### config.mk
export PLATFORM = sky130hd
export DESIGN_NAME = g11620_sensor_emu
export DESIGN_NICKNAME = d
export VERILOG_FILES = /design/src/rtl/g11620_sensor_emu.sv
export SDC_FILE = /design/constraint.sdc
export NUM_CORES = 1
export LEC_CHECK = 0
export BUFFER_PORTS_ARGS = -buffer_cell sky130_fd_sc_hd__clkbuf_2
export CORE_ASPECT_RATIO = 1.2
export CORE_UTILIZATION = 59
export DETAILED_ROUTE_END_ITERATION = 16
export GPL_TIMING_DRIVEN = 0
export PLACE_DENSITY_LB_ADDON = 0.12
export SYNTH_ARGS = -nofsm -noshare
export SYNTH_HDL_FRONTEND = slang
export SYNTH_SLANG_ARGS = --single-unit
### constraint.sdc
create_clock -name clk -period 4.26 [get_ports clk]
set_input_delay 0.426 -clock clk [delete_from_list [all_inputs] [get_ports clk]]
set_output_delay 0.426 -clock clk [all_outputs]
set_load 0.02 [all_outputs]
### src/rtl/g11620_sensor_emu.sv
// g11620_sensor_emu
//   Behavioural stand-in for the G11620 line sensor, used for board self-test without the
//   optical head. It watches the controller's integration gate and answers with an AD_SP
//   start pulse, followed by a synthetic line of PIX_NUM+1 pixels in a selectable test pattern.
// Ports
//   clk             : single clock, shared with the controller
//   rst             : asynchronous, active-high reset
//   sensor_reset_in : integration gate from the controller (high = integrating)
//   pattern_sel_in  : 0 ramp, 1 integration level, 2 checker, 3 frame ramp (sampled at gate rise)
//   ad_sp_o         : one-cycle start-of-video pulse
//   pix_data_o      : pixel value, qualified by pix_valid_o
//   pix_valid_o     : high for PIX_NUM+1 consecutive cycles per complete line
//   eos_o           : one-cycle end-of-scan pulse, in the cycle after the last pixel
//   aborted_o       : one-cycle pulse when a new gate rise cuts a line short
//   busy_o          : high whenever the emulator is not idle
//   integ_cnt_o     : gate-high cycles of the most recent accepted integration
//   frame_cnt_o     : count of completed lines
module g11620_sensor_emu #(
   parameter logic [8:0] PIX_NUM   = 9'd511,
   parameter logic [7:0] NOP_CYC   = 8'd14,
   parameter logic [7:0] MIN_INTEG = 8'd2,
   parameter int         DW        = 16
) (
   input  logic          clk,
   input  logic          rst,
   input  logic          sensor_reset_in,
   input  logic [1:0]    pattern_sel_in,
   output logic          ad_sp_o,
   output logic [DW-1:0] pix_data_o,
   output logic          pix_valid_o,
   output logic          eos_o,
   output logic          aborted_o,
   output logic          busy_o,
   output logic [31:0]   integ_cnt_o,
   output logic [15:0]   frame_cnt_o
);

   localparam logic [2:0] ST_IDLE  = 3'd0;
   localparam logic [2:0] ST_INTEG = 3'd1;
   localparam logic [2:0] ST_DELAY = 3'd2;
   localparam logic [2:0] ST_SP    = 3'd3;
   localparam logic [2:0] ST_DATA  = 3'd4;
   localparam logic [2:0] ST_EOS   = 3'd5;

   logic        gate_r;
   logic [2:0]  state_r;
   logic [2:0]  state_s;
   logic [31:0] gcnt_r;
   logic [7:0]  dly_r;
   logic [8:0]  idx_r;
   logic [1:0]  pat_r;
   logic        rise_s;
   logic        fall_s;
   logic        abort_s;

   // Pixel value for a given pattern and index; arithmetic wraps at 2^DW.
   function automatic logic [DW-1:0] pix_val(input logic [1:0]  pat,
                                             input logic [8:0]  idx,
                                             input logic [31:0] integ,
                                             input logic [15:0] frame);
      logic [DW-1:0] idx_w;
      idx_w = DW'(idx);
      case (pat)
         2'd0:    pix_val = idx_w;
         2'd1:    pix_val = (integ > {{(32-DW){1'b0}}, {DW{1'b1}}}) ? {DW{1'b1}} : integ[DW-1:0];
         2'd2:    pix_val = idx[0] ? {DW{1'b1}} : {DW{1'b0}};
         2'd3:    pix_val = frame[DW-1:0] + idx_w;
         default: pix_val = {DW{1'b0}};
      endcase
   endfunction

   assign rise_s  = sensor_reset_in & ~gate_r;
   assign fall_s  = ~sensor_reset_in & gate_r;
   // A fresh gate rise while a line is pending or streaming restarts integration.
   assign abort_s = rise_s & ((state_r == ST_DELAY) | (state_r == ST_SP) | (state_r == ST_DATA));

   // Next-state decode; EOS accepts a gate rise exactly like IDLE.
   always_comb begin
      state_s = state_r;
      case (state_r)
         ST_IDLE: begin
            if (rise_s) state_s = ST_INTEG;
            else        state_s = ST_IDLE;
         end
         ST_INTEG: begin
            if (fall_s) state_s = (gcnt_r < {24'd0, MIN_INTEG}) ? ST_IDLE : ST_DELAY;
            else        state_s = ST_INTEG;
         end
         ST_DELAY: begin
            if (rise_s)                state_s = ST_INTEG;
            else if (dly_r == NOP_CYC) state_s = ST_SP;
            else                       state_s = ST_DELAY;
         end
         ST_SP: begin
            if (rise_s) state_s = ST_INTEG;
            else        state_s = ST_DATA;
         end
         ST_DATA: begin
            if (rise_s)                state_s = ST_INTEG;
            else if (idx_r == PIX_NUM) state_s = ST_EOS;
            else                       state_s = ST_DATA;
         end
         ST_EOS: begin
            if (rise_s) state_s = ST_INTEG;
            else        state_s = ST_IDLE;
         end
         default: state_s = ST_IDLE;
      endcase
   end

   // State, counters and registered outputs.
   always_ff @(posedge clk or posedge rst) begin
      if (rst) begin
         gate_r      <= 1'b0;
         state_r     <= ST_IDLE;
         gcnt_r      <= 32'd0;
         dly_r       <= 8'd0;
         idx_r       <= 9'd0;
         pat_r       <= 2'd0;
         ad_sp_o     <= 1'b0;
         pix_data_o  <= {DW{1'b0}};
         pix_valid_o <= 1'b0;
         eos_o       <= 1'b0;
         aborted_o   <= 1'b0;
         busy_o      <= 1'b0;
         integ_cnt_o <= 32'd0;
         frame_cnt_o <= 16'd0;
      end else begin
         gate_r      <= sensor_reset_in;
         state_r     <= state_s;
         busy_o      <= (state_s != ST_IDLE);
         aborted_o   <= abort_s;
         ad_sp_o     <= (state_s == ST_SP);
         pix_valid_o <= (state_s == ST_DATA);
         eos_o       <= (state_s == ST_EOS);

         // The rise cycle is itself a gate-high cycle, so the count restarts at 1.
         if ((state_s == ST_INTEG) && (state_r != ST_INTEG)) begin
            gcnt_r <= 32'd1;
            pat_r  <= pattern_sel_in;
         end else if ((state_r == ST_INTEG) && sensor_reset_in && (gcnt_r != 32'hFFFF_FFFF)) begin
            gcnt_r <= gcnt_r + 32'd1;
         end else begin
            gcnt_r <= gcnt_r;
         end

         // The gate-fall cycle counts as delay cycle 0, so DELAY starts at 1.
         if ((state_r == ST_INTEG) && (state_s == ST_DELAY)) begin
            integ_cnt_o <= gcnt_r;
            dly_r       <= 8'd1;
         end else if (state_r == ST_DELAY) begin
            dly_r       <= dly_r + 8'd1;
         end else begin
            dly_r       <= dly_r;
         end

         if ((state_s == ST_DATA) && (state_r == ST_SP)) begin
            idx_r      <= 9'd0;
            pix_data_o <= pix_val(pat_r, 9'd0, integ_cnt_o, frame_cnt_o);
         end else if (state_s == ST_DATA) begin
            idx_r      <= idx_r + 9'd1;
            pix_data_o <= pix_val(pat_r, idx_r + 9'd1, integ_cnt_o, frame_cnt_o);
         end else begin
            idx_r      <= idx_r;
         end

         if (state_s == ST_EOS) begin
            frame_cnt_o <= frame_cnt_o + 16'd1;
         end else begin
            frame_cnt_o <= frame_cnt_o;
         end
      end
   end

endmodule

==> run summary, run 1 <==
Status = finished clean
Avg WL per Cell = 19.4 um
Most frequent cells in the layout = dfrtp_1, nand2_1, clkbuf_2
CP Launch Type = register
Fmax = 265 MHz
Die Width = 101 um
Crit path cell chain = ha_1 > and3_1 > and3_1 > xor2_1 > ha_1 > a21oi_1 > a21boi_0 > a211oi_1 > nor4_1 > or3b_2 > a22o_1
Minimum clock period after layout = 3.77 ns
PortBufs = 73
Gr usage total = 0.336
Routability congestion estimate = 0.961
Reg area = 3100 um2
Inserted Diodes = 0
Layout area overhead = 16.7%
Pwr dens = 551 nW/um2
Largest net degree at the start of global routing = 77
Total wire length = 19.3 mm
Final hold violation count = 0
Slew Limit Headroom = 0.247
1st-pass router iterations = 6
Synth warnings = 0
Initial antenna violation count = 0
Clock network fraction of total power = 0.308
Setup-failing EPs final = 0
Max VDD drop = 0.366 mV
Max_cap viols = 0
Starting DRT DRC Count = 409
Die height = 121 um
Final-report max-slew violation count = 0
Element type at the critical path end = register
TritonCTS clock tree = yes
Crit path required time = 4.56 ns
Hold buffer count at cts = 0
Multi-input gate area = 3600 um2
Slew @ Worst Pin = 1.12 ns
GR Overflow Total = 0
Post-DR vias/cell = 6.21
Flop pwr share = 0.337
Post-route antenna net violation count = 0
Nets = 845
Mapped Area = 6940 um2
RSZ-0062 raised after global routing = no
Finished Cell Area = 8100 um2
Placement Rows = 43
HP Class = input port to async pin
Leakage = 3.78 nW
P_int = 0.00276 W
Clock transition at the registers of the reported paths = 0.06 ns
Tcrit/Tclk final = 0.885
CP Class = register to register
Switching part of the total = 0.381
Initial Util = 0.603
Clock sink count = 124
Area after DPL = 7530 um2
Setup Buffers After CTS = 0
Sequential share of the synthesized area = 0.447
Crit-path slowest cell = a211oi_1
Layout fillers = 938
Crit path largest cell delay = 0.74 ns
EDFF count, synth = 0
Post-synthesis sequential element count = 124
Critical-path maximum fanout = 7
Primary FF master, synth = dfrtp_1
Die area = 12200 um2
Gate power share = 0.355
Yosys cell types = 65
Num CTS Buffers = 17
CTS Root Cell = clkbuf_16
Vias in the first global route = 5919
Cells after synthesis = 730
Synthesized net count = 752
Async S/R FF share, synth = 1.00
Share of layout cells above drive strength 1 = 0.193
Final Skew = 0.00661 ns
DRC violations left = 0
Global-route wire length before repair = 30.8 mm
Core area = 11500 um2
Post-DP HPWL = 14.1 mm
Resized Gates After CTS = 0
I/O pin cnt = 74
CTS max path bufs = 2
Clk_lat worst skew = 0.42 ns
Arrival time of the worst setup path = 4.07 ns
Syn avg cell area = 9.51 um2
DR vias = 6156
Number of H-tree levels = 4
Switching pwr = 0.00170 W
Tot Pwr = 0.00446 W
Most common cell after layout, fill and taps aside = dfrtp_1
==> worst max-delay path: cells and delay by family (launching register included) <==
family	cells	cell delay, ns
simple gates	4	1.03
flops	1	0.40
fa+ha+maj	2	0.61
xor+xnor	1	0.27
compound gates	4	1.36
==> stage by stage <==
step	util	std cells	setup TNS, ns	hold slack, ns	setup WS [ns]
floorplan	-	730	0	0.455	0.535
finish	0.704	992	0	0.0289	0.491
global placement	0.652	960	-81.83	0.464	-0.671
CTS	0.704	992	0	0.0374	0.586
global route	0.704	992	0	0.0544	0.198
detailed placement	0.654	961	0	0.470	0.601
==> power groups by stage <==
stage	Combinational [W]	Sequential [W]	Clock, W
after floorplan	0.000965	0.00161	0
after global placement	0.00152	0.00151	0
after detailed placement	0.00154	0.00152	0
after CTS	0.00156	0.00150	0.00139
after global routing	0.00172	0.00152	0.00144
final	0.00159	0.00150	0.00137
==> cells in the mapped netlist (all sizes together) (16+ instances only) <==
library cell / number / area share
nor4: 22 / 0.022
nand3: 27 / 0.019
nor2: 48 / 0.026
mux2: 31 / 0.050
inv: 20 / 0.011
xnor2: 35 / 0.044
nand4: 19 / 0.018
dfrtp: 124 / 0.45
a21oi: 36 / 0.027
ha: 16 / 0.029
o21ai: 47 / 0.034
xor2: 20 / 0.025
clkbuf: 24 / 0.013
nand2: 79 / 0.043
and3: 16 / 0.014
==> path summary, 6_finish.rpt <==
kind	cells past startpoint	slack [ns]	from	end
worst max-delay path	11	0.49	idx_r[1]$_DFFE_PP0P_	pix_data_o[13]$_DFFE_PP0P_
worst max register to register	11	0.49	idx_r[1]$_DFFE_PP0P_	pix_data_o[13]$_DFFE_PP0P_
min in group clk	1	0.18	sensor_reset_in	gate_r$_DFF_PP0_
max in group asynchronous	3	3.51	rst	integ_cnt_o[0]$_DFFE_PP0N_
worst min-delay path	2	0.03	rst	frame_cnt_o[5]$_DFFE_PP0P_
worst min register to register	2	0.48	pix_data_o[2]$_DFFE_PP0P_	pix_data_o[2]$_DFFE_PP0P_
==> flip-flops by register name (all words and copies together) (netlist names) <==
signal / count
aborted_o: 1
ad_sp_o: 1
busy_o: 1
dly_r: 8
eos_o: 1
frame_cnt_o: 16
gate_r: 1
gcnt_r: 32
idx_r: 9
integ_cnt_o: 32
pat_r: 2
pix_data_o: 16
pix_valid_o: 1
state_r: 3
==> cell type report <==
cell class,count,share of cell area
multi-input cells,547,0.444
repair buffers,74,0.0485
well taps,157,0.0243
plain buffers,39,0.0205
flip-flops and latches,124,0.383
clock inverters,6,0.00741
inverters,20,0.00989
clock buffers,25,0.0624
==> logic make-up (layout without fill, tap and decap cells) <==
| family | count (synthesis) | count (layout) | share of synthesized area |
|---|---|---|---|
| AND/OR/NAND/NOR | 289 | 289 | 0.220 |
| adder cells (fa/ha/maj) | 17 | 17 | 0.0317 |
| flip-flops | 124 | 124 | 0.447 |
| AO/OA/AOI/OAI | 151 | 151 | 0.141 |
| XOR/XNOR | 55 | 55 | 0.0694 |
| buffers and inverters | 59 | 164 | 0.0348 |
| multiplexers | 35 | 35 | 0.0561 |
==> routing by layer <==
metal	wire (um)	track usage	share of wire
met3	1240	0.0699	0.064
met5	0	0	0
met4	813	0.171	0.042
met2	9790	0.571	0.51
met1	7420	0.400	0.39
Power figures use the tool's default switching activity.
==> inputs of run 2 (changes only) <==
--- a/config.mk
+++ b/config.mk
@@ -7,7 +7,7 @@
 export LEC_CHECK = 0
 export BUFFER_PORTS_ARGS = -buffer_cell sky130_fd_sc_hd__clkbuf_2
 export CORE_ASPECT_RATIO = 1.2
-export CORE_UTILIZATION = 59
+export CORE_UTILIZATION = 50
 export DETAILED_ROUTE_END_ITERATION = 16
 export GPL_TIMING_DRIVEN = 0
 export PLACE_DENSITY_LB_ADDON = 0.12
==> run summary, run 2 (synthesized netlist as in run 1, its figures left out) <==
I/O pin cnt = 74
Pre-CTS setup slack = 0.620 ns
Number of H-tree levels = 4
CTS Root Cell = clkbuf_16
Critical-path maximum fanout = 7
Crit path cell chain = ha_1 > and3_1 > and3_1 > xor2_1 > ha_1 > a21oi_1 > a21boi_0 > a211oi_1 > nor4_1 > or3b_2 > a22o_1
Finished Cell Area = 8160 um2
Minimum clock period after layout = 3.71 ns
Hold buffer count at cts = 0
WP buf/inv = 0
CP Class = register to register
Worst R2R Path Depth = 11
Slew Limit Headroom = 0.257
Hold WS = -0.0104 ns
CTS max path bufs = 2
Violated checks = hold timing
Resized Gates After CTS = 0
Tcrit/Tclk final = 0.872
Top flop regs = gcnt_r (32), integ_cnt_o (32)
Reg2Reg Launch Point = idx_r[1]$_DFFE_PP0P_
Most common cell after layout, fill and taps aside = dfrtp_1
Gr usage total = 0.295
Routability congestion estimate = 0.912
DRC violations left = 0
Largest net degree at the start of global routing = 85
Reg2reg end = pix_data_o[13]$_DFFE_PP0P_
1st-pass router iterations = 5
Status = complete, but fails checks
Setup_tns = 0 ns
Final hold violation count = 9
Core area = 13400 um2
Internal reg-to-reg setup slack = 0.55 ns
Setup-failing EPs final = 0
Post-DR vias/cell = 6.10
Crit-path slowest cell = a211oi_1
Max_cap viols = 0
Share of layout cells above drive strength 1 = 0.195
Post-DP HPWL = 14.8 mm
Die Width = 110 um
Cell family with most CP delay = compound AO/OA/AOI/OAI gates
Slew @ Worst Pin = 1.11 ns
Fmax = 269 MHz
Clock sink count = 124
Final-report max-slew violation count = 0
Placement Rows = 46
Clk_lat worst skew = 0.43 ns
Leakage = 3.80 nW
Pwr dens = 561 nW/um2
Crit path required time = 4.57 ns
Element type at the critical path end = register
Setup Buffers After CTS = 0
Nets = 845
Die height = 131 um
Vias in the first global route = 5826
Starting DRT DRC Count = 383
RSZ-0062 raised after global routing = no
DR vias = 6124
Layout area overhead = 17.6%
Most frequent cells in the layout = dfrtp_1, nand2_1, clkbuf_2
Crit path largest cell delay = 0.73 ns
Cell depth of the worst setup path = 11
Initial antenna violation count = 0
Final Skew = 0.00658 ns
Inserted Diodes = 0
Global-route wire length before repair = 31.5 mm
GR Overflow Total = 0
Area after DPL = 7550 um2
Total wire length = 19.8 mm
HP Class = input port to async pin
CP Launch Type = register
Avg WL per Cell = 19.7 um
Final critical-path setup slack = 0.547 ns
Initial Util = 0.520
Clock transition at the registers of the reported paths = 0.05 ns
TritonCTS clock tree = yes
Max VDD drop = 0.283 mV
Num CTS Buffers = 17
PortBufs = 73
Die area = 14400 um2
Post-route antenna net violation count = 0
Arrival time of the worst setup path = 4.03 ns
run 2: final cells by class:
cell class,instances,area (um2)
Buffer,39,166
Clock inverter,10,138
Sequential cell,124,3100
Inverter,20,80.1
Multi-Input combinational cell,547,3600
Tap cell,168,210
Fill cell,1174,5190
Clock buffer,22,474
Timing Repair Buffer,74,393
run 2: worst max-delay path by stage:
stage	start	endpoint	slack, ns
final	idx_r[1]$_DFFE_PP0P_	pix_data_o[13]$_DFFE_PP0P_	0.55
after CTS	idx_r[1]$_DFFE_PP0P_	pix_data_o[13]$_DFFE_PP0P_	0.60
after global placement	rst	gcnt_r[6]$_DFFE_PP0P_	-0.72
after detailed placement	idx_r[1]$_DFFE_PP0P_	pix_data_o[13]$_DFFE_PP0P_	0.62
after floorplan	rst	aborted_o$_DFF_PP0_	0.53
after global routing	idx_r[1]$_DFFE_PP0P_	pix_data_o[13]$_DFFE_PP0P_	0.34
run 2: worst reg2reg max path, stage by stage (launching register included):
cell,delay (ns)
dfrtp_1,0.41
ha_1,0.25
and3_1,0.22
and3_1,0.22
xor2_1,0.23
ha_1,0.36
a21oi_1,0.26
a21boi_0,0.15
a211oi_1,0.73
nor4_1,0.12
or3b_2,0.47
a22o_1,0.19
run 2: power breakdown:
part / internal [W] / switching (W) / leakage [nW]
logic: 0.000548 / 0.00104 / 1.81
clock network: 0.000964 / 0.000521 / 0.296
registers: 0.00134 / 0.000163 / 1.69
total: 0.00285 / 0.00173 / 3.80
run 2: stage by stage:
stage,total power [W],cells,utilization
after global routing,0.00482,1004,0.611
final,0.00458,1004,0.611
after CTS,0.00458,1004,0.611
after detailed placement,0.00309,972,0.565
after floorplan,0.00257,730,-
after global placement,0.00307,971,0.563
run 2: layer usage:
metal	wire [um]	vias up	global-route usage
li1	-	2834	-
met1	8130	3029	0.359
met2	10000	214	0.504
met3	929	47	0.0519
met4	689	0	0.146
met5	0	-	0
